**src/rtl/wptr_full_ctrl_if.sv**
```systemverilog
// Write-side bus of the async FIFO pointer controller: user handshake,
// synchronized read pointer in, RAM write port and status flags out.
interface wptr_full_ctrl_if #(
    parameter int unsigned ADDR_SIZE = 6
);
    logic                 w_inc;
    logic [ADDR_SIZE:0]   syn_rptr;
    logic                 w_ovf_clr;
    logic                 w_en;
    logic [ADDR_SIZE-1:0] waddr;
    logic [ADDR_SIZE:0]   wptr;
    logic                 w_full;
    logic                 w_afull;
    logic [ADDR_SIZE:0]   w_level;
    logic                 w_ovf;

    // Write-side user logic / synchronizer side
    modport master (
        output w_inc, syn_rptr, w_ovf_clr,
        input  w_en, waddr, wptr, w_full, w_afull, w_level, w_ovf
    );

    // Pointer controller side
    modport slave (
        input  w_inc, syn_rptr, w_ovf_clr,
        output w_en, waddr, wptr, w_full, w_afull, w_level, w_ovf
    );
endinterface

```
**src/rtl/wptr_full_ctrl.sv**
```systemverilog
// Write-domain pointer and status controller for the asynchronous FIFO.
// Owns the binary write address and Gray write pointer, and derives full,
// almost-full, occupancy and sticky overflow from the synchronized read pointer.
module wptr_full_ctrl #(
    parameter int unsigned ADDR_SIZE    = 6,
    parameter int unsigned AFULL_THRESH = 60
) (
    input logic              w_clk,
    input logic              w_rst,
    wptr_full_ctrl_if.slave  bus
);
    localparam int unsigned PW = ADDR_SIZE + 1;

    logic [PW-1:0] wbin;
    logic [PW-1:0] wptr_reg;
    logic [PW-1:0] level_reg;
    logic          full_reg;
    logic          afull_reg;
    logic          ovf_reg;

    logic          w_en;
    logic [PW-1:0] wbin_next;
    logic [PW-1:0] wgray_next;
    logic [PW-1:0] rbin;
    logic [PW-1:0] rptr_wrapped;
    logic [PW-1:0] level_next;
    logic          full_next;
    logic          afull_next;

    // Writes are gated by the registered full flag, so a full FIFO never accepts
    assign w_en = bus.w_inc & ~full_reg;

    // Next-pointer, Gray decode of the read pointer, and status arithmetic
    always_comb begin
        wbin_next    = wbin + PW'(w_en);
        wgray_next   = (wbin_next >> 1) ^ wbin_next;
        rbin         = '0;
        for (int i = 0; i < int'(PW); i++) begin
            rbin[i] = ^(bus.syn_rptr >> i);
        end
        // Full when the write pointer is exactly one lap ahead of the read pointer
        rptr_wrapped = {~bus.syn_rptr[PW-1:PW-2], bus.syn_rptr[PW-3:0]};
        full_next    = (wgray_next == rptr_wrapped);
        level_next   = wbin_next - rbin;
        afull_next   = (level_next >= PW'(AFULL_THRESH));
    end

    // Pointer and status registers; reset discards the pointer without flagging overflow
    always_ff @(posedge w_clk) begin
        if (w_rst) begin
            wbin      <= '0;
            wptr_reg  <= '0;
            full_reg  <= 1'b0;
            afull_reg <= 1'b0;
            level_reg <= '0;
            ovf_reg   <= 1'b0;
        end else begin
            wbin      <= wbin_next;
            wptr_reg  <= wgray_next;
            full_reg  <= full_next;
            afull_reg <= afull_next;
            level_reg <= level_next;
            // Set beats clear when both happen in one cycle
            if (bus.w_inc & full_reg) begin
                ovf_reg <= 1'b1;
            end else if (bus.w_ovf_clr) begin
                ovf_reg <= 1'b0;
            end
        end
    end

    assign bus.w_en    = w_en;
    assign bus.waddr   = wbin[ADDR_SIZE-1:0];
    assign bus.wptr    = wptr_reg;
    assign bus.w_full  = full_reg;
    assign bus.w_afull = afull_reg;
    assign bus.w_level = level_reg;
    assign bus.w_ovf   = ovf_reg;
endmodule

```
**src/flat_wrapper.sv**
```systemverilog
// flat-port wrapper written by rule: the top's interface ports become plain ports
module wptr_full_ctrl_flat 
#(
    parameter int unsigned ADDR_SIZE    = 6,
    parameter int unsigned AFULL_THRESH = 60
)
  (w_clk, w_rst, bus_w_inc, bus_syn_rptr, bus_w_ovf_clr, bus_w_en, bus_waddr, bus_wptr, bus_w_full, bus_w_afull, bus_w_level, bus_w_ovf);
  wptr_full_ctrl_if #(.ADDR_SIZE(ADDR_SIZE)) bus_i ();
  input logic w_clk;
  input logic w_rst;
  input wire logic [$bits(bus_i.w_inc)-1:0] bus_w_inc;
  input wire logic [$bits(bus_i.syn_rptr)-1:0] bus_syn_rptr;
  input wire logic [$bits(bus_i.w_ovf_clr)-1:0] bus_w_ovf_clr;
  output wire logic [$bits(bus_i.w_en)-1:0] bus_w_en;
  output wire logic [$bits(bus_i.waddr)-1:0] bus_waddr;
  output wire logic [$bits(bus_i.wptr)-1:0] bus_wptr;
  output wire logic [$bits(bus_i.w_full)-1:0] bus_w_full;
  output wire logic [$bits(bus_i.w_afull)-1:0] bus_w_afull;
  output wire logic [$bits(bus_i.w_level)-1:0] bus_w_level;
  output wire logic [$bits(bus_i.w_ovf)-1:0] bus_w_ovf;
  assign bus_i.w_inc = bus_w_inc;
  assign bus_i.syn_rptr = bus_syn_rptr;
  assign bus_i.w_ovf_clr = bus_w_ovf_clr;
  assign bus_w_en = bus_i.w_en;
  assign bus_waddr = bus_i.waddr;
  assign bus_wptr = bus_i.wptr;
  assign bus_w_full = bus_i.w_full;
  assign bus_w_afull = bus_i.w_afull;
  assign bus_w_level = bus_i.w_level;
  assign bus_w_ovf = bus_i.w_ovf;
  wptr_full_ctrl #(.ADDR_SIZE(ADDR_SIZE), .AFULL_THRESH(AFULL_THRESH)) u_core (.w_clk(w_clk), .w_rst(w_rst), .bus(bus_i));
endmodule
```
**config.mk**
```make
export PLATFORM = sky130hd
export DESIGN_NAME = wptr_full_ctrl_flat
export DESIGN_NICKNAME = d
export VERILOG_FILES = /design/src/rtl/wptr_full_ctrl_if.sv /design/src/rtl/wptr_full_ctrl.sv /design/src/flat_wrapper.sv
export SDC_FILE = /design/constraint.sdc
export NUM_CORES = 1
export LEC_CHECK = 0
export ABC_AREA = 1
export BUFFER_PORTS_ARGS = -buffer_cell sky130_fd_sc_hd__buf_2
export CAP_MARGIN = 20
export CORE_ASPECT_RATIO = 0.8
export CORE_MARGIN = 2
export CORE_UTILIZATION = 56
export DETAILED_ROUTE_END_ITERATION = 10
export GPL_ROUTABILITY_DRIVEN = 0
export HOLD_SLACK_MARGIN = 0.15
export PLACE_DENSITY_LB_ADDON = 0.15
export SETUP_SLACK_MARGIN = 0.05
export SLEW_MARGIN = 20
export SYNTH_ARGS = -nofsm -noshare
export SYNTH_HDL_FRONTEND = slang
export SYNTH_SLANG_ARGS = --single-unit
```
**constraint.sdc**
```tcl
create_clock -name w_clk -period 5.3 [get_ports w_clk]
set_clock_uncertainty 0.05 [all_clocks]
set_input_delay 0.265 -clock w_clk [delete_from_list [all_inputs] [get_ports w_clk]]
set_output_delay 0.265 -clock w_clk [all_outputs]
set_load 0.03 [all_outputs]
```
==> flow_metrics.env, run 1 <==
export IMPL_outcome="finished, final reports clean"
export IMPL_synthesis_nets=225
export IMPL_clock_sinks=23
export IMPL_synthMostInstantiatedCell="nand2_1"
export IMPL_relSlewSlack_pct=75.06
export IMPL_diodes=0
export IMPL_worstMarginPinSlew_ns=0.3740
export IMPL_power_density_nw_per_um2=269.3
export IMPL_post_route_util_pct=68.49
export IMPL_wl_per_cell_microns=10.81
export IMPL_fin_crit_sh_pct=46.31
export IMPL_grt_pass1_wl_microns=5037
export IMPL_num_nets_final=264
export IMPL_antenna_found_initial=0
export IMPL_endpoint_kind="flop"
export IMPL_clockBufferDepth=2
export IMPL_wirelength_microns=2920
export IMPL_vias=1321
export IMPL_critPathMaxStageDelay_ns=0.38
export IMPL_cts_resized=0
export IMPL_ios=35
export IMPL_numCtsBuffers=3
export IMPL_cts_tree="done"
export IMPL_synth_edf_count=0
export IMPL_avgSynthCellArea_sq_um=6.836
export IMPL_hold_violations=0
export IMPL_fin_setup_tns_ns=0
export IMPL_max_freq_mhz=407.4
export IMPL_critPathSlowestCell="ha_1"
export IMPL_clkLatencyLatePin_ns=0.32
export IMPL_yosysTopAreaCell="dfxtp_1"
export IMPL_peakVddDrop_mv=0.1631
export IMPL_start_kind="flop"
export IMPL_dieArea_sq_um=2921
export IMPL_grt_overflow=0
export IMPL_dp_hpwl_microns=2302
export IMPL_grt_pass1_vias=1198
export IMPL_worstPathArrival_ns=2.64
export IMPL_post_drt_via_cell_ratio=4.893
export IMPL_report_final_slew_viol_count=0
export IMPL_yosys_warnings=0
export IMPL_synth_area_sq_um=1401
export IMPL_cp_required_ns=5.48
export IMPL_first_iter_violations=54
export IMPL_syn2layout_area_growth_pct=17.41
export IMPL_max_cap_violations=0
export IMPL_die_y_microns=48.74
export IMPL_htree_levels=1
export IMPL_ys_ff_latch=23
export IMPL_synth_yosys_seq_area_share_pct=32.86
export IMPL_leakage_uw=0.0009223
export IMPL_finalSetupViolations=0
export IMPL_root_buffer="clkbuf_4"
export IMPL_die_w_microns=59.93
export IMPL_yosysUniqueCellTypes=23
export IMPL_row_count=16
export IMPL_cts_setup_buffers=0
export IMPL_drt_pass1_iterations=4
export IMPL_track_usage_pct=22.58
export IMPL_synth_top_area_share_pct=32.86
export IMPL_synth_cells=205
export IMPL_netlist_top_cells_area="dfxtp_1 (33%), nand2_1 (16%), nor2_1 (8.6%)"
export IMPL_synthArstFlopShare_pct=0
export IMPL_route_detailed_drc=0
export IMPL_layout_min_cycle_time_ns=2.455
export IMPL_synth_common_cells="nand2_1 (60), nor2_1 (32), dfxtp_1 (23)"
export IMPL_synth_top_flop_cell="dfxtp_1"
export IMPL_crit_type="flop to flop"
export IMPL_antenna_left=0
export IMPL_core_area_sq_um=2402
export IMPL_ctsHoldBuffers=2
export IMPL_worstPathMaxFanout=5
export IMPL_grt_max_degree=22
export IMPL_grt_setup_unrepaired="no"
export IMPL_drive_above_1_share_pct=22.22
export IMPL_hold_path_class="input port to flop"
export IMPL_initial_core_util_pct=58.33
export IMPL_port_buffers=34
export IMPL_path_cells="nor2_1 -> ha_1 -> ha_1 -> inv_1 -> nand2_1 -> nand2_1 -> ha_1 -> a21oi_1 -> nand2_1 -> or2_2 -> nand3_1 -> nor2_1 -> nand4_1 -> nand2_1"
export IMPL_path_common_cell="nand2_1"
export IMPL_fill_cells=220
export IMPL_clkTransAtPathRegs_ns=0.14
[kinds of logic (layout without fill, tap and decap cells)]
| kind of cell | after synthesis | after routing | share of synthesized area (%) |
|---|---|---|---|
| buffers and inverters | 25 | 63 | 6.696 |
| AO/OA/AOI/OAI | 6 | 6 | 2.411 |
| XOR/XNOR | 12 | 12 | 8.036 |
| flip-flops | 23 | 23 | 32.86 |
| adder cells (fa/ha/maj) | 9 | 9 | 8.572 |
| AND/OR/NAND/NOR | 130 | 130 | 41.43 |
[worst max-delay path, delay by kind of cell (launching register included)]
kind | cells | cell delay [ns]
AO/OA/AOI/OAI | 1 | 0.14
adder cells (fa/ha/maj) | 3 | 0.87
buffers and inverters | 1 | 0.06
AND/OR/NAND/NOR | 9 | 0.91
flip-flops | 1 | 0.34
[layout make-up]
cell class	instances	area [sq um]	area share, %
Tap cell	27	33.78	2.053
Inverter	23	86.33	5.247
Clock buffer	3	22.52	1.369
Timing Repair Buffer	36	190.2	11.56
Multi-Input combinational cell	157	847.1	51.48
Sequential cell	23	460.4	27.98
Clock inverter	1	5.005	0.3042
[cell usage in the layout, fill, tap and decap left out, drive strengths merged, types with 2 or more instances in the layout]
master | netlist | final
a21oi | 4 | 4
buf | 0 | 34
clkbuf | 2 | 3
dfxtp | 23 | 23
dlygate4sd3 | 0 | 2
ha | 8 | 8
inv | 23 | 23
nand2 | 70 | 70
nand3 | 18 | 18
nand3b | 4 | 4
nand4 | 4 | 4
nor2 | 32 | 32
o21ai | 2 | 2
xnor2 | 6 | 6
xor2 | 6 | 6
[path summary, 6_finish.rpt]
| check | start | to | slack (ns) | depth (start not counted) |
|---|---|---|---|---|
| max | u_core.bus.w_full | u_core.bus.w_afull | 2.85 | 14 |
| max reg2reg | u_core.bus.w_full | u_core.bus.w_afull | 2.85 | 14 |
| min reg2reg | u_core.bus.wptr[6] | u_core.bus.wptr[6] | 0.57 | 3 |
| min | bus_syn_rptr[3] | u_core.bus.w_full | 0.24 | 4 |
[per-stage QoR]
step	hold WS, ns	total power [uW]	cell area, sq um	setup WS, ns	cells
3_5_place_dp	0.4051	361.6	1598	2.786	264
5_1_grt	0.2712	476.1	1645	2.582	270
4_1_cts	0.2321	447.0	1645	2.834	270
2_1_floorplan	0.3555	321.3	1401	2.508	205
3_3_place_gp	0.3974	359.0	1598	2.830	264
6_report	0.2414	443.1	1645	2.845	270
[where the power goes]
group          internal (uW)  leakage (uW)  switching, uW  total, uW
sequential               190      0.000188           4.65        194
combinational           57.5      0.000716            106        164
clock                   28.2     0.0000177           56.7       84.9
total                    275      0.000922            168        443
[metal layers]
metal	GRT usage [%]	share of wire, %
met4	4.074	0.48
met2	34.24	43
met1	32.50	52
met3	5.882	4.3
met5	0	0
Note: power is estimated with default switching activity, not from simulation.
==> run 2, diff against run 1 <==
--- a/config.mk
+++ b/config.mk
@@ -5,12 +5,12 @@
 export SDC_FILE = /design/constraint.sdc
 export NUM_CORES = 1
 export LEC_CHECK = 0
-export ABC_AREA = 1
+export ABC_AREA = 0
 export BUFFER_PORTS_ARGS = -buffer_cell sky130_fd_sc_hd__buf_2
 export CAP_MARGIN = 20
 export CORE_ASPECT_RATIO = 0.8
 export CORE_MARGIN = 2
-export CORE_UTILIZATION = 56
+export CORE_UTILIZATION = 50
 export DETAILED_ROUTE_END_ITERATION = 10
 export GPL_ROUTABILITY_DRIVEN = 0
 export HOLD_SLACK_MARGIN = 0.15
==> constraint.sdc (replaced) <==
create_clock -name w_clk -period 2.5 [get_ports w_clk]
set_clock_uncertainty 0.05 [all_clocks]
set_input_delay 0.125 -clock w_clk [delete_from_list [all_inputs] [get_ports w_clk]]
set_output_delay 0.125 -clock w_clk [all_outputs]
set_load 0.03 [all_outputs]
==> run 2 against run 1 <==
  * Sequential cell count unchanged
  * Highest routed layer unchanged
  * Area after synthesis down 15%
  * Worst setup slack worse by 2.8 ns
  * Combinational power rose to 2.8 times the previous value
  * Final area up 5.2%
  * Utilization up 10 points
  * Clock power up 110%
  * Final cell count down 23%
  * Critical path depth up 1
  * Synthesized cell count down 40%
  * Sequential power up 110%
==> flow_metrics.env, run 2 <==
export IMPL_start_kind="input port"
export IMPL_synth_yosys_seq_area_share_pct=38.66
export IMPL_dp_hpwl_microns=1877
export IMPL_power_frac_seq_pct=39.8
export IMPL_fin_setup_tns_ns=0
export IMPL_crit_type="input port to flop"
export IMPL_fin_crit_sh_pct=99.67
export IMPL_core_area_sq_um=2196
export IMPL_path_common_cell="xor2_2"
export IMPL_max_cap_violations=0
export IMPL_route_detailed_drc=0
export IMPL_netlist_top_cells_area="dfxtp_1 (39%), ha_1 (8.4%), xnor2_1 (8.1%)"
export IMPL_syn2layout_area_growth_pct=45.27
export IMPL_worstMarginPinSlew_ns=0.4137
export IMPL_ys_ff_latch=23
export IMPL_ios=35
export IMPL_numCtsBuffers=3
export IMPL_synth_edf_count=0
export IMPL_synth_top_area_share_pct=38.66
export IMPL_worstPathArrival_ns=2.64
export IMPL_grt_overflow=0
export IMPL_diodes=0
export IMPL_track_usage_pct=19.55
export IMPL_relSlewSlack_pct=72.42
export IMPL_path_cells="buf_8 -> xnor2_4 -> xor2_2 -> xor2_2 -> xor2_2 -> xnor2_2 -> xor2_1 -> ha_2 -> fa_2 -> nor2b_2 -> o21ai_1 -> nand2b_1 -> a31oi_1 -> xor2_1 -> o22ai_1"
export IMPL_cts_tree="done"
export IMPL_yosys_warnings=0
export IMPL_synth_cells=123
export IMPL_layout_commonest_cell="buf_2"
export IMPL_post_drt_via_cell_ratio=4.860
export IMPL_die_y_microns=47.66
export IMPL_num_nets_final=203
export IMPL_hold_path_class="input port to flop"
export IMPL_p_switching_uw=380.5
export IMPL_htree_levels=1
export IMPL_power_density_nw_per_um2=605.9
export IMPL_root_buffer="clkbuf_4"
export IMPL_post_place_ws_ns=-0.4097
export IMPL_peakVddDrop_mv=0.5213
export IMPL_first_iter_violations=8
export IMPL_grt_setup_unrepaired="yes"
export IMPL_p_int_uw=667.9
export IMPL_finalSetupViolations=0
export IMPL_leakage_uw=0.0008281
export IMPL_swShare_pct=36.29
export IMPL_initial_core_util_pct=54.24
export IMPL_drive_above_1_share_pct=42.86
export IMPL_hold_violations=0
export IMPL_row_count=15
export IMPL_synthesis_nets=143
export IMPL_worst_slack_ns=0.008213
export IMPL_avgSynthCellArea_sq_um=9.684
export IMPL_fill_cells=145
export IMPL_endpoint_kind="flop"
export IMPL_dieArea_sq_um=2791
export IMPL_wirelength_microns=2784
export IMPL_clkTransAtPathRegs_ns=0.13
export IMPL_drt_pass1_iterations=4
export IMPL_port_buffers=34
export IMPL_synthArstFlopShare_pct=0
export IMPL_die_w_microns=58.57
export IMPL_wl_per_cell_microns=13.45
export IMPL_synthMostInstantiatedCell="dfxtp_1"
export IMPL_critPathMaxStageDelay_ns=0.24
export IMPL_max_freq_mhz=401.3
export IMPL_p_comb_share_pct=43.4
export IMPL_clockBufferDepth=2
export IMPL_worstPathMaxFanout=2
export IMPL_report_final_slew_viol_count=0
export IMPL_clock_sinks=23
export IMPL_outcome="finished, final reports clean"
export IMPL_layout_min_cycle_time_ns=2.492
export IMPL_critPathSlowestCell="xor2_2"
export IMPL_cp_required_ns=2.65
export IMPL_antenna_left=0
export IMPL_p_clk_share_pct=16.8
export IMPL_mostFrequentLayoutCells="buf_2 (32), dfxtp_1 (22), buf_4 (19)"
export IMPL_antenna_found_initial=0
export IMPL_clkLatencyLatePin_ns=0.32
export IMPL_grt_pass1_vias=970
export IMPL_grt_pass1_wl_microns=4008
export IMPL_synth_area_sq_um=1191
export IMPL_yosysUniqueCellTypes=24
export IMPL_yosysTopAreaCell="dfxtp_1"
export IMPL_synth_common_cells="dfxtp_1 (23), nor2_1 (18), xnor2_1 (11), xor2_1 (11), ha_1 (8)"
export IMPL_grt_max_degree=24
export IMPL_synth_top_flop_cell="dfxtp_1"
export IMPL_stdcell_area_sq_um=1730
export IMPL_vias=1006
export IMPL_place_area_sq_um=1540
-- run 2: worst max-delay path: cells and delay by family --
kind            cells  cell delay, ns
simple gates        2            0.15
fa+ha+maj           2            0.42
compound gates      3            0.42
buf+inv             1            0.11
xor+xnor            7            1.43
-- run 2: power groups by stage --
stage	clock (uW)	combinational [uW]	sequential, uW
floorplan	0	190	508
global placement	0	378	422
global route	193	487	421
finish	176	455	417
detailed placement	0	388	426
CTS	178	409	418
-- run 2: path summary, 6_finish.rpt --
check,start,to,slack (ns),cells after the start
setup / recovery,bus_syn_rptr[5],u_core.bus.w_afull,0.008,15
hold / removal,bus_syn_rptr[2],u_core.bus.w_full,0.18,4
setup reg to reg,u_core.bus.w_full,u_core.bus.w_afull,0.03,11
hold reg to reg,u_core.bus.wptr[6],u_core.bus.wptr[6],0.59,2
-- run 2: timing repair --
item / 4_1_cts / 5_1_grt
setup endpoints to repair: 3 / 5
pin swaps: 13 / 15
hold buffers: 4 / 0
buffers inserted: 4 / 3
hold endpoints to repair: 5 / 0
gates resized for setup: 9 / 6
-- run 2: stage by stage --
| step | std cells | total power, uW | hold WS, ns | util [%] |
|---|---|---|---|---|
| after floorplan | 123 | 698.3 | 0.1466 | - |
| after global placement | 192 | 800.4 | 0.3400 | 70.14 |
| after detailed placement | 192 | 814.1 | 0.3416 | 70.14 |
| after CTS | 204 | 1005 | 0.1614 | 76.24 |
| after global routing | 207 | 1100 | 0.1927 | 78.80 |
| final | 207 | 1048 | 0.1789 | 78.80 |
-- run 2: cells by family after synthesis --
kind of cell / synth area share, %
AOI/OAI and AO/OA: 5.883
xor gates and xnor gates: 25.73
adders and majority gates: 10.08
buffers and inverters: 2.521
DFF: 38.66
and+or+nand+nor: 17.12
-- run 2: cell type report --
| type | instances | area (sq um) | share of cell area [%] |
|---|---|---|---|
| multi-input cells | 92 | 814.5 | 47.07 |
| well taps | 25 | 31.28 | 1.808 |
| flip-flops and latches | 23 | 461.7 | 26.68 |
| clock inverters | 1 | 5.005 | 0.2892 |
| repair buffers | 57 | 372.9 | 21.55 |
| inverters | 6 | 22.52 | 1.302 |
| clock buffers | 3 | 22.52 | 1.302 |
-- run 2: routing by layer --
metal / up-vias / wire length (microns) / track usage, %
li1: 512 / - / -
met1: 462 / 1200 / 20.94
met2: 28 / 1401 / 37.98
met3: 4 / 150 / 5.946
met4: 0 / 33 / 6.364
met5: - / 0 / 0
==> run 3, diff against run 2 <==
==> constraint.sdc (replaced) <==
create_clock -name w_clk -period 2.6 [get_ports w_clk]
set_clock_uncertainty 0.05 [all_clocks]
set_input_delay 0.13 -clock w_clk [delete_from_list [all_inputs] [get_ports w_clk]]
set_output_delay 0.13 -clock w_clk [all_outputs]
set_load 0.03 [all_outputs]
==> run 3 against run 2 <==
  * Count of clock-buffer cells in the layout is 1 higher
  * Total power is 6.0% lower
  * Die area unchanged
  * Final cell count decreased by 0.97%
  * Register-to-register slack better by 0.15 ns
  * Worst setup slack improved by 0.15 ns
  * Via count shrank 3.4%
  * Sequential power decreased by 4%
  * Critical path depth unchanged
  * Global-route usage is 2.5 points lower
  * Non-clock buffer count down 2
  * Critical path type unchanged
  * Largest cell class unchanged
==> flow_metrics.env, run 3 (synthesized netlist as in run 2, its figures left out) <==
export IMPL_worstPathMaxFanout=2
export IMPL_r2r_end="u_core.bus.w_full"
export IMPL_grt_max_degree=24
export IMPL_mostFrequentLayoutCells="buf_2 (32), dfxtp_1 (22), buf_4 (19)"
export IMPL_grt_pass1_vias=770
export IMPL_dp_hpwl_microns=1737
export IMPL_r2r_cells=9
export IMPL_track_usage_pct=17.04
export IMPL_holdWs_ns=0.1506
export IMPL_clockBufferDepth=2
export IMPL_post_drt_via_cell_ratio=4.741
export IMPL_initial_core_util_pct=54.24
export IMPL_hold_path_class="input port to flop"
export IMPL_clkTransAtPathRegs_ns=0.13
export IMPL_die_y_microns=47.66
export IMPL_final_cells=205
export IMPL_cp_required_ns=2.76
export IMPL_leakage_uw=0.0008202
export IMPL_root_buffer="clkbuf_4"
export IMPL_layout_commonest_cell="buf_2"
export IMPL_place_inst=191
export IMPL_route_detailed_drc=0
export IMPL_max_cap_violations=0
export IMPL_worstPathArrival_ns=2.60
export IMPL_crit_type="input port to flop"
export IMPL_max_freq_mhz=408.7
export IMPL_endpoint_kind="flop"
export IMPL_hold_violations=0
export IMPL_report_final_slew_viol_count=0
export IMPL_grt_overflow=0
export IMPL_antenna_found_initial=0
export IMPL_antenna_left=0
export IMPL_outcome="finished, final reports clean"
export IMPL_ios=35
export IMPL_start_kind="input port"
export IMPL_num_nets_final=201
export IMPL_fin_setup_tns_ns=0
export IMPL_peakVddDrop_mv=0.5833
export IMPL_grt_pass1_wl_microns=3456
export IMPL_port_buffers=34
export IMPL_rrSetupSlack_ns=0.18
export IMPL_diodes=0
export IMPL_htree_levels=1
export IMPL_drt_pass1_iterations=4
export IMPL_finalPower_uw=985.2
export IMPL_fill_cells=153
export IMPL_relSlewSlack_pct=73.08
export IMPL_drive_above_1_share_pct=39.44
export IMPL_first_iter_violations=13
export IMPL_dieArea_sq_um=2791
export IMPL_vias=972
export IMPL_die_w_microns=58.57
export IMPL_worstMarginPinSlew_ns=0.4038
export IMPL_cts_tree="done"
export IMPL_wirelength_microns=2383
export IMPL_syn2layout_area_growth_pct=40.13
export IMPL_hold_depth=2
export IMPL_finalSetupViolations=0
export IMPL_layout_min_cycle_time_ns=2.447
export IMPL_wl_per_cell_microns=11.62
export IMPL_clkLatencyLatePin_ns=0.31
export IMPL_power_density_nw_per_um2=590.3
export IMPL_fin_crit_sh_pct=94.10
export IMPL_core_area_sq_um=2196
export IMPL_r2r_start="u_core.bus.w_full"
export IMPL_clock_sinks=23
export IMPL_min_from="w_rst"
export IMPL_hold_path_endpoint="u_core.bus.w_level[6]"
export IMPL_grt_setup_unrepaired="yes"
export IMPL_row_count=15
export IMPL_numCtsBuffers=3
[run 3: metrics by stage]
step	setup WS (ns)	instance area, sq um	utilization (%)
after floorplan	-0.01062	1249	-
after global placement	-0.1553	1525	69.46
after detailed placement	-0.2700	1525	69.46
after CTS	0.06059	1572	71.57
after global routing	0.0003395	1669	76.01
final	0.1533	1669	76.01
[run 3: per-layer routing]
| metal | GRT usage, % | vias up | wire length [microns] |
|---|---|---|---|
| li1 | - | 511 | - |
| met1 | 23.04 | 431 | 1129 |
| met2 | 26.97 | 28 | 1095 |
| met3 | 5.676 | 2 | 142 |
| met4 | 4.091 | 0 | 15 |
| met5 | 0 | - | 0 |
[run 3: how the worst max path moves through the flow]
stage | end | startpoint | depth (start not counted) | slack [ns]
CTS | u_core.bus.w_afull | bus_syn_rptr[5] | 15 | 0.06
detailed placement | u_core.bus.w_afull | bus_syn_rptr[5] | 15 | -0.27
global placement | u_core.bus.w_afull | bus_syn_rptr[5] | 15 | -0.16
global route | u_core.bus.w_afull | bus_syn_rptr[6] | 15 | 0.0003
floorplan | u_core.bus.w_afull | bus_syn_rptr[5] | 14 | -0.01
finish | u_core.bus.w_afull | bus_syn_rptr[6] | 15 | 0.15
[run 3: final cells by class]
cell class | instances | area, sq um | share of cell area [%]
timing repair buffer | 55 | 349.1 | 20.91
sequential | 23 | 461.7 | 27.66
multi-input combinational | 92 | 778.2 | 46.63
clock buffer | 4 | 26.28 | 1.574
inverter | 6 | 22.52 | 1.349
tap | 25 | 31.28 | 1.874
[run 3: worst max-delay path, cell delays in order]
cell	delay (ns)
buf_8	0.10
xnor2_4	0.17
xor2_2	0.22
xor2_2	0.23
xor2_2	0.21
xnor2_2	0.15
xor2_1	0.17
ha_2	0.22
fa_2	0.23
nor2b_4	0.05
o21ai_2	0.12
nand2b_1	0.09
a31oi_1	0.20
xor2_1	0.21
o22ai_1	0.09
[run 3: where the power goes]
part | switching [uW] | leakage, uW | internal [uW]
Clock | 108 | 0.0000150 | 60.0
Combinational | 231 | 0.000616 | 186
Sequential | 9.76 | 0.000189 | 390
Total | 349 | 0.000820 | 637
[run 3: repair_timing]
action,in CTS,in global routing
hold buffers,2,0
resized for setup,0,9
setup buffers,0,8
endpoints found under the setup margin,0,5
endpoints found under the hold margin,1,0
